`src/rtl/lsu_ctrl.sv`:
```
`default_nettype none
// +----------------------------------------------------------------------------+
// | lsu_ctrl: single-outstanding load/store unit behind the EX-stage ALU.       |
// | Rev 1.0                                                                     |
// +----------------------------------------------------------------------------+
module lsu_ctrl #(
  parameter int TIMEOUT = 255
) (
  input  logic        clk,
  input  logic        reset,
  input  logic        ex_valid,
  input  logic        mem_read,
  input  logic        mem_write,
  input  logic [2:0]  funct3,
  input  logic [31:0] addr,
  input  logic [31:0] store_data,
  output logic        lsu_stall,
  output logic [31:0] load_result,
  output logic        load_valid,
  output logic        misaligned,
  output logic        bus_err,
  output logic        dmem_req,
  output logic        dmem_we,
  output logic [31:0] dmem_addr,
  output logic [31:0] dmem_wdata,
  output logic [3:0]  dmem_wstrb,
  input  logic        dmem_ack,
  input  logic [31:0] dmem_rdata
);

  localparam logic [7:0] C_CNT_LAST = 8'(TIMEOUT - 1);

  typedef enum logic [1:0] {
    S_IDLE = 2'd0,
    S_BUSY = 2'd1,
    S_RESP = 2'd2
  } state_t;

  state_t      r_state;
  state_t      w_next;
  logic [7:0]  r_cnt;
  logic        r_we;
  logic [2:0]  r_funct3;
  logic [1:0]  r_off;
  logic [31:0] r_addr;
  logic [31:0] r_wdata;
  logic [3:0]  r_wstrb;
  logic        r_req;
  logic        r_load_valid;
  logic        r_bus_err;
  logic [31:0] r_load_result;

  logic        w_legal;
  logic        w_op;
  logic        w_misal;
  logic        w_accept;
  logic        w_timeout;
  logic [31:0] w_wdata;
  logic [3:0]  w_wstrb;
  logic [31:0] w_shifted;
  logic [31:0] w_load_ext;

  always_comb begin
    w_legal = 1'b0;
    case (funct3)
      3'b000, 3'b001, 3'b010, 3'b100, 3'b101: w_legal = 1'b1;
      default:                                w_legal = 1'b0;
    endcase
  end

  assign w_op      = ex_valid & (mem_read ^ mem_write) & w_legal;
  assign w_misal   = ((funct3[1:0] == 2'b01) & addr[0]) |
                     ((funct3[1:0] == 2'b10) & (addr[1:0] != 2'b00));
  assign w_accept  = w_op & ~w_misal;
  assign w_timeout = (r_cnt == C_CNT_LAST);

  // Lane replication lets the memory pick any byte lane without a shifter.
  always_comb begin
    w_wdata = store_data;
    w_wstrb = 4'b1111;
    case (funct3[1:0])
      2'b00: begin
        w_wdata = {4{store_data[7:0]}};
        w_wstrb = 4'b0001 << addr[1:0];
      end
      2'b01: begin
        w_wdata = {2{store_data[15:0]}};
        w_wstrb = addr[1] ? 4'b1100 : 4'b0011;
      end
      default: begin
        w_wdata = store_data;
        w_wstrb = 4'b1111;
      end
    endcase
  end

  assign w_shifted = dmem_rdata >> {r_off, 3'b000};

  always_comb begin
    w_load_ext = w_shifted;
    case (r_funct3)
      3'b000:  w_load_ext = {{24{w_shifted[7]}}, w_shifted[7:0]};
      3'b001:  w_load_ext = {{16{w_shifted[15]}}, w_shifted[15:0]};
      3'b100:  w_load_ext = {24'd0, w_shifted[7:0]};
      3'b101:  w_load_ext = {16'd0, w_shifted[15:0]};
      default: w_load_ext = w_shifted;
    endcase
  end

  always_comb begin
    w_next = r_state;
    case (r_state)
      S_IDLE:  if (w_accept) w_next = S_BUSY;
      S_BUSY:  if (dmem_ack || w_timeout) w_next = S_RESP;
      S_RESP:  w_next = S_IDLE;
      default: w_next = S_IDLE;
    endcase
  end

  always_ff @(posedge clk or posedge reset) begin
    if (reset) begin
      r_state       <= S_IDLE;
      r_cnt         <= 8'd0;
      r_we          <= 1'b0;
      r_funct3      <= 3'd0;
      r_off         <= 2'd0;
      r_addr        <= 32'd0;
      r_wdata       <= 32'd0;
      r_wstrb       <= 4'd0;
      r_req         <= 1'b0;
      r_load_valid  <= 1'b0;
      r_bus_err     <= 1'b0;
      r_load_result <= 32'd0;
    end else begin
      r_state      <= w_next;
      r_load_valid <= 1'b0;
      r_bus_err    <= 1'b0;
      case (r_state)
        S_IDLE: begin
          if (w_accept) begin
            r_req    <= 1'b1;
            r_we     <= mem_write;
            r_funct3 <= funct3;
            r_off    <= addr[1:0];
            r_addr   <= {addr[31:2], 2'b00};
            r_wdata  <= w_wdata;
            r_wstrb  <= mem_write ? w_wstrb : 4'b0000;
            r_cnt    <= 8'd0;
          end
        end
        S_BUSY: begin
          // An ack in the last counted cycle takes priority over the timeout.
          if (dmem_ack) begin
            r_req        <= 1'b0;
            r_load_valid <= ~r_we;
            if (!r_we) r_load_result <= w_load_ext;
          end else if (w_timeout) begin
            r_req        <= 1'b0;
            r_bus_err    <= 1'b1;
            r_load_valid <= ~r_we;
            if (!r_we) r_load_result <= 32'd0;
          end else begin
            r_cnt <= r_cnt + 8'd1;
          end
        end
        default: ;
      endcase
    end
  end

  assign lsu_stall   = ((r_state == S_IDLE) & w_accept) | (r_state == S_BUSY);
  assign misaligned  = (r_state == S_IDLE) & w_op & w_misal;
  assign dmem_req    = r_req;
  assign dmem_we     = r_we;
  assign dmem_addr   = r_addr;
  assign dmem_wdata  = r_wdata;
  assign dmem_wstrb  = r_wstrb;
  assign load_valid  = r_load_valid;
  assign bus_err     = r_bus_err;
  assign load_result = r_load_result;

endmodule
`default_nettype wire

```
`config.mk`:
```
export PLATFORM = sky130hd
export DESIGN_NAME = lsu_ctrl
export DESIGN_NICKNAME = d
export VERILOG_FILES = /design/src/rtl/lsu_ctrl.sv
export SDC_FILE = /design/constraint.sdc
export NUM_CORES = 1
export LEC_CHECK = 0
export BUFFER_PORTS_ARGS = -buffer_cell sky130_fd_sc_hd__clkbuf_2
export CAP_MARGIN = 20
export CORE_ASPECT_RATIO = 0.6
export CORE_MARGIN = 2
export CORE_UTILIZATION = 45
export CTS_CLUSTER_SIZE = 40
export DETAILED_ROUTE_END_ITERATION = 6
export MAX_ROUTING_LAYER = met4
export PLACE_DENSITY = 0.75
export SYNTH_ARGS = -nofsm -noshare
export SYNTH_HDL_FRONTEND = slang
export SYNTH_SLANG_ARGS = --single-unit
export TNS_END_PERCENT = 5
```
`constraint.sdc`:
```
create_clock -name clk -period 4.3 [get_ports clk]
set_input_delay 0.645 -clock clk [delete_from_list [all_inputs] [get_ports clk]]
set_output_delay 0.645 -clock clk [all_outputs]
set_load 0.02 [all_outputs]
```
==> qor.yml <==
outcome:
  status: "finished clean"
layout:
  layout_commonest_cell: "clkbuf_2"
  fin_cells: 857
  drive_above_1_share_pct: 37.3
  fin_util_pct: 60.1
  layout_common_cells: "clkbuf_2 (208), dfrtp_1 (117), nand2_1 (51)"
  fillers: 983
  nets: 787
  design_area_sq_um: 7210
  area_growth_pct: 30.8
  multiInputGateArea_sq_um: 2380
  final-seq-area_sq_um: 2930
  antenna_cells: 0
global_routing:
  grt_antenna_before_repair: 0
  grt_pass1_wl_mm: 24.0
  grt_usage_pct: 23.6
  overflow: 0
  grt_pass1_vias: 4507
  grt_max_degree: 71
worst_setup_path:
  arrival_ns: 2.22
  r2r_setup_slack_ns: 1.90
  cp_max_fo: 34
  slowest_stage: "clkbuf_2"
  worst_setup_path_start_kind: "input pin"
  crit_chain: "clkbuf_2 > a21oi_1 > o2111ai_4 > buf_4 > nand2_1 > clkbuf_2"
  crit_path_end_kind: "primary output"
  cp.required_ns: 3.65
  critical_path_class: "input pin to primary output"
  crit_top_cell: "clkbuf_2"
  crit_path_max_incr_delay_ns: 0.48
placed_design:
  gp_congestion: 0.839
  post-place-ws_ns: 1.46
  placedCellCount: 826
  dpl_cell_area_sq_um: 6650
  io_buffers: 208
  post-dp-hpwl_mm: 11.1
floorplan:
  core_area_sq_um: 12000
  start_util_pct: 46.0
  die_h_um: 89.7
  dieArea_sq_um: 13200
  die_x_um: 147
  num_rows: 31
  io_pins: 211
yosys:
  netlist_area_sq_um: 5510
  async_flop_share_pct: 100
  yosysUniqueCellTypes: 48
  yosysSeqAreaShare_pct: 53.1
  yosysTopAreaCellShare_pct: 53.1
  avgSynthCellArea_sq_um: 11.5
  synthMuxAreaShare_pct: 19.5
  synth_top_family_by_area: "multiplexers"
  ys.warnings.count: 0
  synth_area_leaders: "dfrtp_1 (53%), mux2_1 (9.0%), mux2i_1 (8.7%)"
  postSynthCellCount: 481
  synth_compound_area_share_pct: 12.2
  synth_edf_count: 0
  synthXorXnorAreaFrac_pct: 0.794
  synth_adder_area_share_pct: 0.454
  synth_seq_cells: 117
  synth_top_area_cell: "dfrtp_1"
  synthSimpleGateAreaFrac_pct: 9.76
  ys.flop_type: "dfrtp_1"
sta:
  tightestPinTransition_ns: 1.00
  finalWorstPathRequiredPeriod_ns: 2.86
  setup_viol: 0
  fin_hold_ws_ns: 0.336
  final_hold_viol_count: 0
  final.setup_skew_ns: 0.00839
  rsz0062_at_grt: "false"
  max_freq_ghz: 0.349
  min_period_over_period_pct: 66.6
  drv_slew: 0
  slew_headroom_pct: 33.1
  final.setup.tns_ns: 0
  setup_slack_ns: 1.44
job:
  max_cap_viol_count: 0
clocking:
  cts_buffer_depth: 2
  cts-root-buf: "clkbuf_16"
  cts.sinks: 117
  clock_latency_ns: 0.40
  htreeDepth: 4
  cts_buffers: 17
  ctsResizeCount: 0
  clkTransAtPathRegs_ns: 0.05
  post_cts_buffers: 0
  cts_tree: "yes"
  cts_hold_buf: 0
route:
  wire_per_inst_um: 17.4
  vias_per_cell: 5.34
  dr.pass1.iters: 7
  drc: 0
  drt_iter0_drc: 318
  route.vias.total: 4577
  ant_nets: 0
  finalWirelength_mm: 14.9
min_path:
  hp-class: "input pin to asynchronous set/reset pin"
pwr:
  p_leak_nw: 3.72
  power_mw: 4.66
  cellPowerDensity_nw_per_um2: 646
  max-vdd-ir-drop_v: 0.000322
area by class of cell:
cell class                      count  area share (%)
Sequential cell                   117            40.6
Multi-Input combinational cell    317            33.0
Timing Repair Buffer              214            15.1
Clock buffer                       21            6.25
Tap cell                          165            2.86
Clock inverter                     10            1.49
Inverter                           13           0.712
state kept, by name (all words and copies together) (netlist names):
| register | count |
|---|---|
| load_valid | 1 |
| dmem_addr | 30 |
| r_cnt | 8 |
| dmem_we | 1 |
| bus_err | 1 |
| dmem_wstrb | 4 |
| r_off | 2 |
| load_result | 32 |
| r_state | 2 |
| dmem_wdata | 32 |
| dmem_req | 1 |
| r_funct3 | 3 |
final timing paths:
path | end | start | depth (start not counted)
worst max-delay path | lsu_stall | funct3[1] | 6
worst min-delay path | load_result[11] | reset | 2
worst max register to register | load_result[1] | r_cnt[0] | 7
worst min register to register | dmem_wdata[8] | dmem_wdata[8] | 2
max in group asynchronous | dmem_addr[2] | reset | 3
min in group clk | dmem_addr[28] | addr[28] | 2
synthesized netlist by cell type, drive strengths merged, types with 3 or more instances:
cell type	count
dfrtp	117
nor2	24
a21oi	13
a211o	8
nand3b	9
nand3	4
o21ai	37
xnor2	3
inv	13
clkbuf	12
o221ai	8
mux2i	48
nand2	51
o2bb2ai	8
nor4	4
buf	23
o211ai	9
a221o	8
nand4	3
mux2	51
where the power goes:
group	internal (mW)	switching, mW	leakage [nW]	total [mW]
clock network	0.858	0.495	0.268	1.35
logic	0.606	0.968	1.98	1.57
registers	1.47	0.259	1.46	1.73
total	2.93	1.72	3.72	4.66
metal layers:
layer / global-route usage, % / wire [um] / up-vias
met2: 33.8 / 6650 / 184
met5: - / 0 / -
met1: 34.5 / 7170 / 2253
met3: 4.92 / 984 / 16
met4: 6.01 / 113 / 0
li1: - / - / 2124
logic make-up after synthesis:
| group | after synthesis |
|---|---|
| flip-flops | 117 |
| AND/OR/NAND/NOR | 110 |
| multiplexers | 100 |
| AO/OA/AOI/OAI | 98 |
| buffers and inverters | 48 |
| XOR/XNOR | 5 |
| adder cells (fa/ha/maj) | 2 |
| other | 1 |
critical path, delay by kind of cell:
kind            cells  cell delay, ns
buf+inv             3            1.02
compound gates      2            0.46
simple gates        1            0.09
No activity file was read; power rests on OpenSTA's default activity.
